**src/rtl/sic1_loader_pkg.sv**
```systemverilog
// Shared constants and state types for the SIC-1 serial loader.
package sic1_loader_pkg;

  localparam logic [7:0] CMD_PC   = 8'h50;
  localparam logic [7:0] CMD_LOAD = 8'h4C;
  localparam logic [7:0] CMD_RUN  = 8'h52;
  localparam logic [7:0] CMD_HALT = 8'h48;

  typedef enum logic [1:0] {
    IDLE,
    GET_ADDR,
    GET_LEN,
    GET_DATA
  } parser_state_t;

  typedef enum logic [1:0] {
    RX_IDLE,
    RX_START,
    RX_DATA,
    RX_STOP
  } rx_state_t;

endpackage

```
**src/rtl/sic1_uart_rx.sv**
```systemverilog
// 8N1 UART receiver: 2-flop synchroniser, mid-bit sampling, start-glitch
// rejection and framing check. Emits one-cycle byte_valid / frame_err pulses.
module sic1_uart_rx
  import sic1_loader_pkg::*;
#(
  parameter int unsigned CLKS_PER_BIT = 16
) (
  input  logic       clk,
  input  logic       rst,
  input  logic       i_rx,
  output logic [7:0] o_byte,
  output logic       o_byte_valid,
  output logic       o_frame_err
);

  localparam int unsigned CW = $clog2(CLKS_PER_BIT);
  localparam logic [CW-1:0] HALF_M1 = CW'(CLKS_PER_BIT / 2 - 1);
  localparam logic [CW-1:0] FULL_M1 = CW'(CLKS_PER_BIT - 1);

  logic          r_sync1;
  logic          r_sync2;
  logic          r_prev;
  rx_state_t     r_state;
  rx_state_t     w_state_next;
  logic [CW-1:0] r_cnt;
  logic [2:0]    r_bit;
  logic [7:0]    r_shift;
  logic          r_byte_valid;
  logic          r_frame_err;
  logic          w_fall;
  logic          w_tick_half;
  logic          w_tick_full;

  assign w_fall      = r_prev & ~r_sync2;
  assign w_tick_half = (r_cnt == HALF_M1);
  assign w_tick_full = (r_cnt == FULL_M1);

  always_ff @(posedge clk or posedge rst) begin
    if (rst) begin
      r_sync1 <= 1'b1;
      r_sync2 <= 1'b1;
      r_prev  <= 1'b1;
    end else begin
      r_sync1 <= i_rx;
      r_sync2 <= r_sync1;
      r_prev  <= r_sync2;
    end
  end

  always_ff @(posedge clk or posedge rst) begin
    if (rst) r_state <= RX_IDLE;
    else     r_state <= w_state_next;
  end

  always_comb begin
    w_state_next = r_state;
    case (r_state)
      RX_IDLE:  if (w_fall) w_state_next = RX_START;
      // Line back high at half a bit means a glitch, not a start bit.
      RX_START: if (w_tick_half) w_state_next = r_sync2 ? RX_IDLE : RX_DATA;
      RX_DATA:  if (w_tick_full && (r_bit == 3'd7)) w_state_next = RX_STOP;
      RX_STOP:  if (w_tick_full) w_state_next = RX_IDLE;
      default:  w_state_next = RX_IDLE;
    endcase
  end

  always_ff @(posedge clk or posedge rst) begin
    if (rst) begin
      r_cnt        <= '0;
      r_bit        <= '0;
      r_shift      <= '0;
      r_byte_valid <= 1'b0;
      r_frame_err  <= 1'b0;
    end else begin
      r_byte_valid <= 1'b0;
      r_frame_err  <= 1'b0;
      case (r_state)
        RX_IDLE: begin
          r_cnt <= '0;
          r_bit <= '0;
        end
        RX_START: r_cnt <= w_tick_half ? '0 : r_cnt + 1'b1;
        RX_DATA: begin
          if (w_tick_full) begin
            r_cnt   <= '0;
            r_shift <= {r_sync2, r_shift[7:1]};
            r_bit   <= r_bit + 3'd1;
          end else begin
            r_cnt <= r_cnt + 1'b1;
          end
        end
        RX_STOP: begin
          if (w_tick_full) begin
            r_cnt        <= '0;
            r_byte_valid <= r_sync2;
            r_frame_err  <= ~r_sync2;
          end else begin
            r_cnt <= r_cnt + 1'b1;
          end
        end
        default: r_cnt <= '0;
      endcase
    end
  end

  assign o_byte       = r_shift;
  assign o_byte_valid = r_byte_valid;
  assign o_frame_err  = r_frame_err;

endmodule

```
**src/rtl/sic1_serial_loader.sv**
```systemverilog
// UART-driven halt-mode loader for the SIC-1 core: command parser, halt
// timer and registered set_pc/set_data strobes.
module sic1_serial_loader
  import sic1_loader_pkg::*;
#(
  parameter int unsigned CLKS_PER_BIT = 16,
  parameter int unsigned HALT_WAIT    = 8
) (
  input  logic       clk,
  input  logic       rst,
  input  logic       rx,
  output logic [7:0] load_data,
  output logic       set_pc,
  output logic       set_data,
  output logic       run,
  output logic       busy,
  output logic       err
);

  localparam int unsigned HW = $clog2(HALT_WAIT + 1);

  logic [7:0]    w_byte;
  logic          w_byte_valid;
  logic          w_frame_err;

  parser_state_t r_state;
  parser_state_t w_state_next;
  logic [8:0]    r_count;
  logic [8:0]    w_count_next;
  logic [HW-1:0] r_halt;
  logic          r_run;
  logic          w_run_next;
  logic          r_err;
  logic          w_err_next;
  logic          r_pending;
  logic          r_pend_pc;
  logic [7:0]    r_pend_byte;
  logic          w_pend_next;
  logic          w_pend_pc_next;
  logic [7:0]    w_pend_byte_next;
  logic          w_start_halt;
  logic          w_take;
  logic          w_take_pc;
  logic          w_halt_done;
  logic          w_fire;
  logic          w_fire_pc;
  logic [7:0]    w_fire_byte;
  logic [7:0]    r_load_data;
  logic          r_set_pc;
  logic          r_set_data;
  logic          r_busy;

  sic1_uart_rx #(
    .CLKS_PER_BIT(CLKS_PER_BIT)
  ) u_rx (
    .clk         (clk),
    .rst         (rst),
    .i_rx        (rx),
    .o_byte      (w_byte),
    .o_byte_valid(w_byte_valid),
    .o_frame_err (w_frame_err)
  );

  assign w_halt_done = (r_halt == '0);

  always_comb begin
    w_state_next = r_state;
    w_count_next = r_count;
    w_run_next   = r_run;
    w_err_next   = r_err;
    w_start_halt = 1'b0;
    w_take       = 1'b0;
    w_take_pc    = 1'b0;
    if (w_frame_err) begin
      w_state_next = IDLE;
      w_err_next   = 1'b1;
    end else if (w_byte_valid) begin
      case (r_state)
        IDLE: begin
          case (w_byte)
            CMD_PC: begin
              w_state_next = GET_ADDR;
              w_start_halt = 1'b1;
              w_run_next   = 1'b0;
              w_err_next   = 1'b0;
            end
            CMD_LOAD: begin
              w_state_next = GET_LEN;
              w_start_halt = 1'b1;
              w_run_next   = 1'b0;
              w_err_next   = 1'b0;
            end
            CMD_RUN: begin
              w_run_next = 1'b1;
              w_err_next = 1'b0;
            end
            CMD_HALT: begin
              w_run_next = 1'b0;
              w_err_next = 1'b0;
            end
            default: w_err_next = 1'b1;
          endcase
        end
        GET_ADDR: begin
          w_take       = 1'b1;
          w_take_pc    = 1'b1;
          w_state_next = IDLE;
        end
        GET_LEN: begin
          w_count_next = (w_byte == 8'd0) ? 9'd256 : {1'b0, w_byte};
          w_state_next = GET_DATA;
        end
        GET_DATA: begin
          w_take       = 1'b1;
          w_count_next = r_count - 9'd1;
          if (r_count == 9'd1) w_state_next = IDLE;
        end
        default: w_state_next = IDLE;
      endcase
    end
  end

  // A byte fires straight away if the halt timer has expired, otherwise it
  // waits in the single pending slot until expiry.
  always_comb begin
    w_fire           = 1'b0;
    w_fire_pc        = r_pend_pc;
    w_fire_byte      = r_pend_byte;
    w_pend_next      = r_pending;
    w_pend_pc_next   = r_pend_pc;
    w_pend_byte_next = r_pend_byte;
    if (r_pending && w_halt_done) begin
      w_fire      = 1'b1;
      w_pend_next = 1'b0;
    end else if (w_take && w_halt_done) begin
      w_fire      = 1'b1;
      w_fire_pc   = w_take_pc;
      w_fire_byte = w_byte;
    end
    if (w_take && (r_pending || !w_halt_done)) begin
      w_pend_next      = 1'b1;
      w_pend_pc_next   = w_take_pc;
      w_pend_byte_next = w_byte;
    end
  end

  always_ff @(posedge clk or posedge rst) begin
    if (rst) begin
      r_state     <= IDLE;
      r_count     <= '0;
      r_halt      <= '0;
      r_run       <= 1'b0;
      r_err       <= 1'b0;
      r_pending   <= 1'b0;
      r_pend_pc   <= 1'b0;
      r_pend_byte <= '0;
      r_load_data <= '0;
      r_set_pc    <= 1'b0;
      r_set_data  <= 1'b0;
      r_busy      <= 1'b0;
    end else begin
      r_state     <= w_state_next;
      r_count     <= w_count_next;
      r_run       <= w_run_next;
      r_err       <= w_err_next;
      r_pending   <= w_pend_next;
      r_pend_pc   <= w_pend_pc_next;
      r_pend_byte <= w_pend_byte_next;
      r_set_pc    <= w_fire & w_fire_pc;
      r_set_data  <= w_fire & ~w_fire_pc;
      if (w_fire) r_load_data <= w_fire_byte;
      r_busy      <= (w_state_next != IDLE) | w_pend_next | w_fire;
      if (w_start_halt)      r_halt <= HW'(HALT_WAIT);
      else if (!w_halt_done) r_halt <= r_halt - 1'b1;
    end
  end

  assign load_data = r_load_data;
  assign set_pc    = r_set_pc;
  assign set_data  = r_set_data;
  assign run       = r_run;
  assign busy      = r_busy;
  assign err       = r_err;

endmodule

```
**config.mk**
```make
export PLATFORM = sky130hd
export DESIGN_NAME = sic1_serial_loader
export DESIGN_NICKNAME = d
export VERILOG_FILES = /design/src/rtl/sic1_loader_pkg.sv /design/src/rtl/sic1_uart_rx.sv /design/src/rtl/sic1_serial_loader.sv
export SDC_FILE = /design/constraint.sdc
export NUM_CORES = 1
export LEC_CHECK = 0
export ABC_AREA = 1
export CAP_MARGIN = 0
export CORE_MARGIN = 3
export CORE_UTILIZATION = 42
export CTS_BUF_LIST = sky130_fd_sc_hd__clkbuf_4
export DETAILED_ROUTE_END_ITERATION = 6
export GPL_ROUTABILITY_DRIVEN = 0
export GPL_TIMING_DRIVEN = 0
export HOLD_SLACK_MARGIN = 0.05
export MAX_ROUTING_LAYER = met4
export PLACE_DENSITY = 0.64
export SKIP_LAST_GASP = 1
export SLEW_MARGIN = 10
export SYNTH_ARGS = -nofsm -noshare
export SYNTH_HDL_FRONTEND = slang
export SYNTH_SLANG_ARGS = --single-unit
```
**constraint.sdc**
```tcl
create_clock -name clk -period 1.64 [get_ports clk]
set_input_delay 0.246 -clock clk [delete_from_list [all_inputs] [get_ports clk]]
set_output_delay 0.246 -clock clk [all_outputs]
set_load 0.01 [all_outputs]
```
== Word level (Yosys, flattened, before mapping) ==
Cells that the tools add are included.

* Register bits after elaboration: 60
* Latch bits: 0
* Bits in writable memories: 0
* ROM bits: 0
* Output and inout port bits: 13
* Memories: 0

* $add $sub $neg: 4
* $mul: 0
* Div/mod/pow operators: 0
* Magnitude comparators: 0
* Eq/ne operators: 20
* Shift operators: 0
* Muxes and demuxes: 47
* Bitwise operators: 8
* Reductions and logical operators: 27

{| class="wikitable"
|+ Operators with widths
! operator !! count
|-
| $eq 8x7->1 const B || 4
|-
| $mux 1 || 24
|-
| $pmux 9 s2 || 1
|-
| $mux 2 || 8
|-
| $mux 4 || 4
|-
| $mux 8 || 2
|-
| $pmux 2 s4 || 2
|-
| $pmux 4 s3 || 1
|-
| $reduce_bool 2->1 || 6
|-
| $ne 2x1->1 const B || 5
|-
| $eq 9x1->1 const B || 1
|-
| $mux 9 || 1
|-
| $sub 9x1->9 const B || 1
|-
| $eq 2x2->1 const B || 4
|-
| $logic_not 8->1 || 1
|-
| $reduce_and 4->1 || 2
|-
| $pmux 3 s2 || 1
|-
| $reduce_and 2->1 || 3
|-
| $reduce_or 2->1 || 3
|-
| $add 4x1->4 const B || 1
|-
| $eq 2x1->1 const B || 2
|-
| $eq 4x3->1 const B || 1
|-
| $eq 4x4->1 const B || 1
|-
| $logic_and 1x1->1 || 4
|-
| 17 further kinds || 23
|}

== Depth between registers and ports, before layout ==
* Depth after elaboration: 10
* Gate-level depth with buffers: 10

== By module ==
A second synthesis with hierarchy kept.

* Cells, all modules: 340
* Area total of the unflattened synthesis: 2905.3 µm²

{| class="wikitable"
|+ Modules (own cells, without submodules)
! module !! times used !! cells an instance !! area an instance (µm²)
|-
| sic1_serial_loader || 1 || 246 || 1996.9
|-
| sic1_uart_rx || 1 || 94 || 908.4
|}

== Worst setup path after synthesis ==
Ideal clock, no wire load.

* Path kind: register to register
* Start: reg r_halt[0]
* End: reg r_pending
* Setup time: 0.124 ns
* Data arrival time: 1.282 ns
* Setup slack: 0.234 ns
* Cell stages (with the launch flop): 7
* Path buffers: 1
* Period minus slack after synthesis: 1.406 ns
* Cells stage by stage: dfrtp_1 > inv_1 > ha_1 > nand3_2 > o21ai_4 > buf_6 > o21ai_1

* Cells in the longest elaborated chain, start to end: 5

{| class="wikitable"
|+ RTL lines
! what !! line !! RTL
|-
| from (decl) || sic1_serial_loader.sv:30 || <nowiki>logic [HW-1:0] r_halt;</nowiki>
|-
| from (signal assigned) || sic1_serial_loader.sv:173 || <nowiki>if (w_start_halt) r_halt <= HW'(HALT_WAIT);</nowiki>
|-
| from (signal assigned) || sic1_serial_loader.sv:174 || <nowiki>else if (!w_halt_done) r_halt <= r_halt - 1'b1;</nowiki>
|-
| $logic_not 4->1 * || sic1_serial_loader.sv:64 || <nowiki>assign w_halt_done = (r_halt == '0);</nowiki>
|-
| $logic_not 1->1 || -- ||
|-
| $logic_or 1x1->1 || sic1_serial_loader.sv:140 || <nowiki>if (w_take && (r_pending || !w_halt_done)) begin</nowiki>
|-
| $logic_and 1x1->1 || sic1_serial_loader.sv:140 ||
|-
| $mux 1 * || sic1_serial_loader.sv:140 ||
|-
| named net w_pend_next || sic1_serial_loader.sv:38 || <nowiki>logic w_pend_next;</nowiki>
|-
| to (signal assigned) || sic1_serial_loader.sv:166 || <nowiki>r_pending <= w_pend_next;</nowiki>
|-
| to (decl) || sic1_serial_loader.sv:35 || <nowiki>logic r_pending;</nowiki>
|}

The timed path passes the listed nets; every way through them passes the cells marked *.
A chain may end at the register's enable or synchronous reset.

== Worst setup path after layout ==
Same ends and word-level chain as after synthesis.

==> run_summary.xml <==
<?xml version="1.0" encoding="UTF-8"?>
<metrics>
  <group name="setup_path">
    <metric name="crit-reg2reg-launch" unit="">r_halt[0]$_DFFE_PP0P_</metric>
    <metric name="required_arrival_time_at_the_worst_endpoint" unit="ns">1.93</metric>
    <metric name="ff2ff_setup_slack" unit="ns">0.1</metric>
    <metric name="setup.worst_path.start_class" unit="">flop</metric>
    <metric name="reg2reg_to" unit="">r_pending$_DFF_PP0_</metric>
    <metric name="timing.critical_path.to_type" unit="">flop</metric>
    <metric name="worst-path-max-fanout" unit="">10</metric>
    <metric name="cpPeakStageDelay" unit="ns">0.38</metric>
    <metric name="worstPathCellList" unit="">inv_1 &gt; ha_1 &gt; nand3_4 &gt; o21ai_4 &gt; buf_6 &gt; o21ai_1</metric>
    <metric name="arrival" unit="ns">1.83</metric>
    <metric name="worstRegToRegCells" unit="">6</metric>
    <metric name="worstSetupStartpoint" unit="">r_halt[0]$_DFFE_PP0P_</metric>
    <metric name="critical_path_class" unit="">reg -&gt; reg</metric>
    <metric name="cp_slowest_cell" unit="">dfrtp_1</metric>
  </group>
  <group name="final_layout">
    <metric name="layout.nets" unit="">396</metric>
    <metric name="final_standard_cell_utilization_of_the_core" unit="%">50.4</metric>
    <metric name="stdcell_count" unit="">487</metric>
    <metric name="synthToLayoutAreaGrowth" unit="%">15.9</metric>
    <metric name="num_antenna_cells" unit="">0</metric>
    <metric name="drive_gt1_share" unit="%">13.8</metric>
  </group>
  <group name="cts">
    <metric name="clkSlewWorstSetupHoldPaths" unit="ns">0.10</metric>
    <metric name="cts-root-to-sink-buffers" unit="">2</metric>
    <metric name="cts_tree" unit="">done</metric>
    <metric name="numCtsBuffers" unit="">9</metric>
    <metric name="insertion_delay" unit="ns">0.39</metric>
    <metric name="cts.htree.levels" unit="">3</metric>
    <metric name="cts_num_sinks" unit="">60</metric>
    <metric name="ctsRootBufferMaster" unit="">clkbuf_4</metric>
  </group>
  <group name="floorplanning">
    <metric name="initial_utilization" unit="%">43.5</metric>
    <metric name="die_area" unit="mm^2">0.00811</metric>
    <metric name="fp.dieW" unit="um">90.1</metric>
    <metric name="chipHeight" unit="um">90.1</metric>
    <metric name="floorplan.core_area" unit="mm^2">0.00683</metric>
    <metric name="row_count" unit="">30</metric>
    <metric name="ioPinCount" unit="">16</metric>
  </group>
  <group name="route">
    <metric name="dr_wl_cell" unit="um">11.1</metric>
    <metric name="drt_first_pass_iters" unit="">4</metric>
    <metric name="drt_iter0_markers" unit="">104</metric>
    <metric name="ant_nets" unit="">0</metric>
    <metric name="detail_route.vias_per_cell" unit="">4.70</metric>
    <metric name="routed_wl" unit="um">5400</metric>
    <metric name="route.detailed.drc" unit="">0</metric>
    <metric name="routed-via-count" unit="">2290</metric>
  </group>
  <group name="synth">
    <metric name="synth_cell_type_count" unit="">31</metric>
    <metric name="yosys.area.top_type_share" unit="%">48.0</metric>
    <metric name="yosys.area.top_type" unit="">dfrtp_1</metric>
    <metric name="synth_area_leaders" unit="">dfrtp_1, nand2_1, inv_1, nor2_1, nand3_1</metric>
    <metric name="postSynthCellCount" unit="">357</metric>
    <metric name="yosysSeqAreaShare" unit="%">50.7</metric>
    <metric name="synthesis.area" unit="mm^2">0.00297</metric>
    <metric name="mappedNetlistNets" unit="">367</metric>
    <metric name="ys_ff_latch" unit="">60</metric>
    <metric name="synth_area_per_cell" unit="um^2">8.32</metric>
    <metric name="synth_warnings" unit="">0</metric>
  </group>
  <group name="placement">
    <metric name="io_buffer_count" unit="">15</metric>
    <metric name="hpwl" unit="um">3940</metric>
    <metric name="pre_cts_slack" unit="ns">0.0507</metric>
    <metric name="place_inst" unit="">469</metric>
  </group>
  <group name="timing">
    <metric name="max_freq" unit="MHz">649</metric>
    <metric name="relSlewSlack" unit="%">49.3</metric>
    <metric name="layout_worst_path_cycle_share" unit="%">94.0</metric>
    <metric name="fin_skew" unit="ns">0.0154</metric>
    <metric name="timing.setup.tns" unit="ns">0</metric>
    <metric name="finalCriticalPeriod" unit="ns">1.54</metric>
    <metric name="fin_worst_hold_slack" unit="ns">0.251</metric>
    <metric name="final.setup.worst_slack" unit="ns">0.0983</metric>
    <metric name="grt_setup_unrepaired" unit="">no</metric>
    <metric name="setup-violations-final" unit="">0</metric>
    <metric name="finalHoldViolCount" unit="">0</metric>
    <metric name="max_slew.worst_pin.slew" unit="ns">0.759</metric>
    <metric name="slew_viol_final" unit="">0</metric>
  </group>
  <group name="grt">
    <metric name="gr-total-overflow" unit="">0</metric>
    <metric name="grt_max_degree" unit="">36</metric>
    <metric name="wire_length_of_the_first_global_routing_pass" unit="um">9890</metric>
    <metric name="grt_pass1_vias" unit="">2204</metric>
    <metric name="antenna_found_initial" unit="">0</metric>
    <metric name="grt_util_all_layers" unit="%">15.3</metric>
  </group>
  <group name="worst_hold_path">
    <metric name="min_path_type" unit="">in -&gt; reg</metric>
    <metric name="hold-path-cell-count" unit="">1</metric>
    <metric name="end_point_of_the_worst_hold_path" unit="">u_rx.r_sync1$_DFF_PP1_</metric>
    <metric name="hold_path_startpoint" unit="">rx</metric>
  </group>
  <group name="pwr">
    <metric name="p_per_cell_area" unit="mW/mm^2">953</metric>
    <metric name="p_sw_share" unit="%">27.7</metric>
    <metric name="lkg_pwr" unit="nW">1.70</metric>
    <metric name="p_clk_share" unit="%">35.3</metric>
    <metric name="netSwitchingPower" unit="W">0.000910</metric>
    <metric name="combinationalPowerShare" unit="%">13.2</metric>
    <metric name="power.internal" unit="W">0.00237</metric>
    <metric name="irDropWorstVdd" unit="uV">603</metric>
    <metric name="pwr-share-seq" unit="%">51.5</metric>
  </group>
  <group name="job">
    <metric name="cap_viol_max_count" unit="">0</metric>
  </group>
  <group name="outcome">
    <metric name="status" unit="">complete, no violations</metric>
  </group>
</metrics>
-- routing by layer --
layer / wire, um / global-route usage (%) / vias up
met2: 2340 / 22.7 / 35
met5: 0 / - / -
li1: - / - / 1190
met4: 74 / 5.23 / 0
met3: 214 / 4.85 / 7
met1: 2770 / 19.9 / 1058
-- how the worst max path moves through the flow --
stage | slack, ns | end | cells after the start
2_1_floorplan | 0.23 | r_pending$_DFF_PP0_ | 6
3_3_place_gp | -0.05 | r_count[1]$_DFFE_PP0P_ | 2
3_5_place_dp | 0.05 | r_pending$_DFF_PP0_ | 6
4_1_cts | 0.03 | r_pending$_DFF_PP0_ | 6
5_1_grt | 0.0008 | set_data$_DFF_PP0_ | 9
6_report | 0.1 | r_pending$_DFF_PP0_ | 6
-- kinds of logic after synthesis --
group                      after synthesis  share of synthesized area [%]
and+or+nand+nor                        181                           27.0
DFF                                     60                           50.7
AOI/OAI and AO/OA                       57                           11.8
buffers and inverters                   49                           6.62
adders and majority gates                7                           2.95
xor gates and xnor gates                 3                          0.885
-- registers in the layout, summed over array words and instances, names as in the netlist, 2 cells and up, named ones only --
register     flops
u_rx.r_bit       3
r_state          2
load_data        8
u_rx.o_byte      8
u_rx.r_cnt       4
r_count          9
r_pend_byte      8
r_halt           4
-- critical path, delay by kind of cell, from the launching register on --
kind / cells / cell delay, ns
buf+inv: 2 / 0.32
compound gates: 2 / 0.36
fa+ha+maj: 1 / 0.22
flops: 1 / 0.38
simple gates: 1 / 0.14
-- power by group through the flow --
stage	registers (W)	clock network, W	logic [W]
3_5_place_dp	0.00172	0	0.000435
5_1_grt	0.00171	0.00127	0.000514
4_1_cts	0.00169	0.00120	0.000439
2_1_floorplan	0.00170	0	0.000337
6_report	0.00169	0.00116	0.000432
3_3_place_gp	0.00171	0	0.000426
-- cells in the mapped netlist --
cell        n
a21boi_1    1
a21oi_1     9
a21oi_2     1
a22oi_1     1
a31oi_1     1
buf_4       1
buf_6       1
clkbuf_2    1
dfrtp_1    57
dfstp_2     3
ha_1        7
inv_1      42
inv_2       4
nand2_1   100
nand2_2     2
nand2_4     3
nand3_1    26
nand3_2     1
nor2_1     40
nor2_2      1
nor2_4      2
nor2_8      2
nor3_1      3
o21a_1      1
o21ai_0    25
o21ai_1     5
o21ai_2    11
o21ai_4     1
o22ai_1     1
or3_1       1
xor2_1      3
-- final cells by class --
class                           count  area, um^2
Tap cell                           96         120
Timing Repair Buffer               18         185
Sequential cell                    60        1510
Clock buffer                       10        75.1
Fill cell                         663        3390
Inverter                           46         176
Multi-Input combinational cell    248        1280
Clock inverter                      6        78.8
Buffer                              3        23.8
-- what timing repair did --
| item | in CTS | in global routing |
|---|---|---|
| endpoints found under the hold margin | 0 | 0 |
| gates resized for setup | 0 | 2 |
| setup buffers | 0 | 2 |
| hold buffers | 0 | 0 |
| setup endpoints to repair | 0 | 20 |
-- cells in the final DEF, fill, tap and decap left out, drive strengths merged, types with 2 or more instances in the layout --
cell / instances
nand2: 105
dfrtp: 57
inv: 45
nor2: 45
o21ai: 42
nand3: 27
clkdlybuf4s50: 15
clkbuf: 11
a21oi: 10
ha: 7
buf: 5
clkinv: 4
xor2: 3
nor3: 3
dfstp: 3
bufinv: 2
-- per-stage QoR --
stage | power [W] | instance area, um^2
4_1_cts | 0.00333 | 3420
3_5_place_dp | 0.00215 | 3260
3_3_place_gp | 0.00214 | 3240
5_1_grt | 0.00349 | 3440
2_1_floorplan | 0.00203 | 2970
6_report | 0.00328 | 3440
Note: power is estimated with default switching activity, not from simulation.
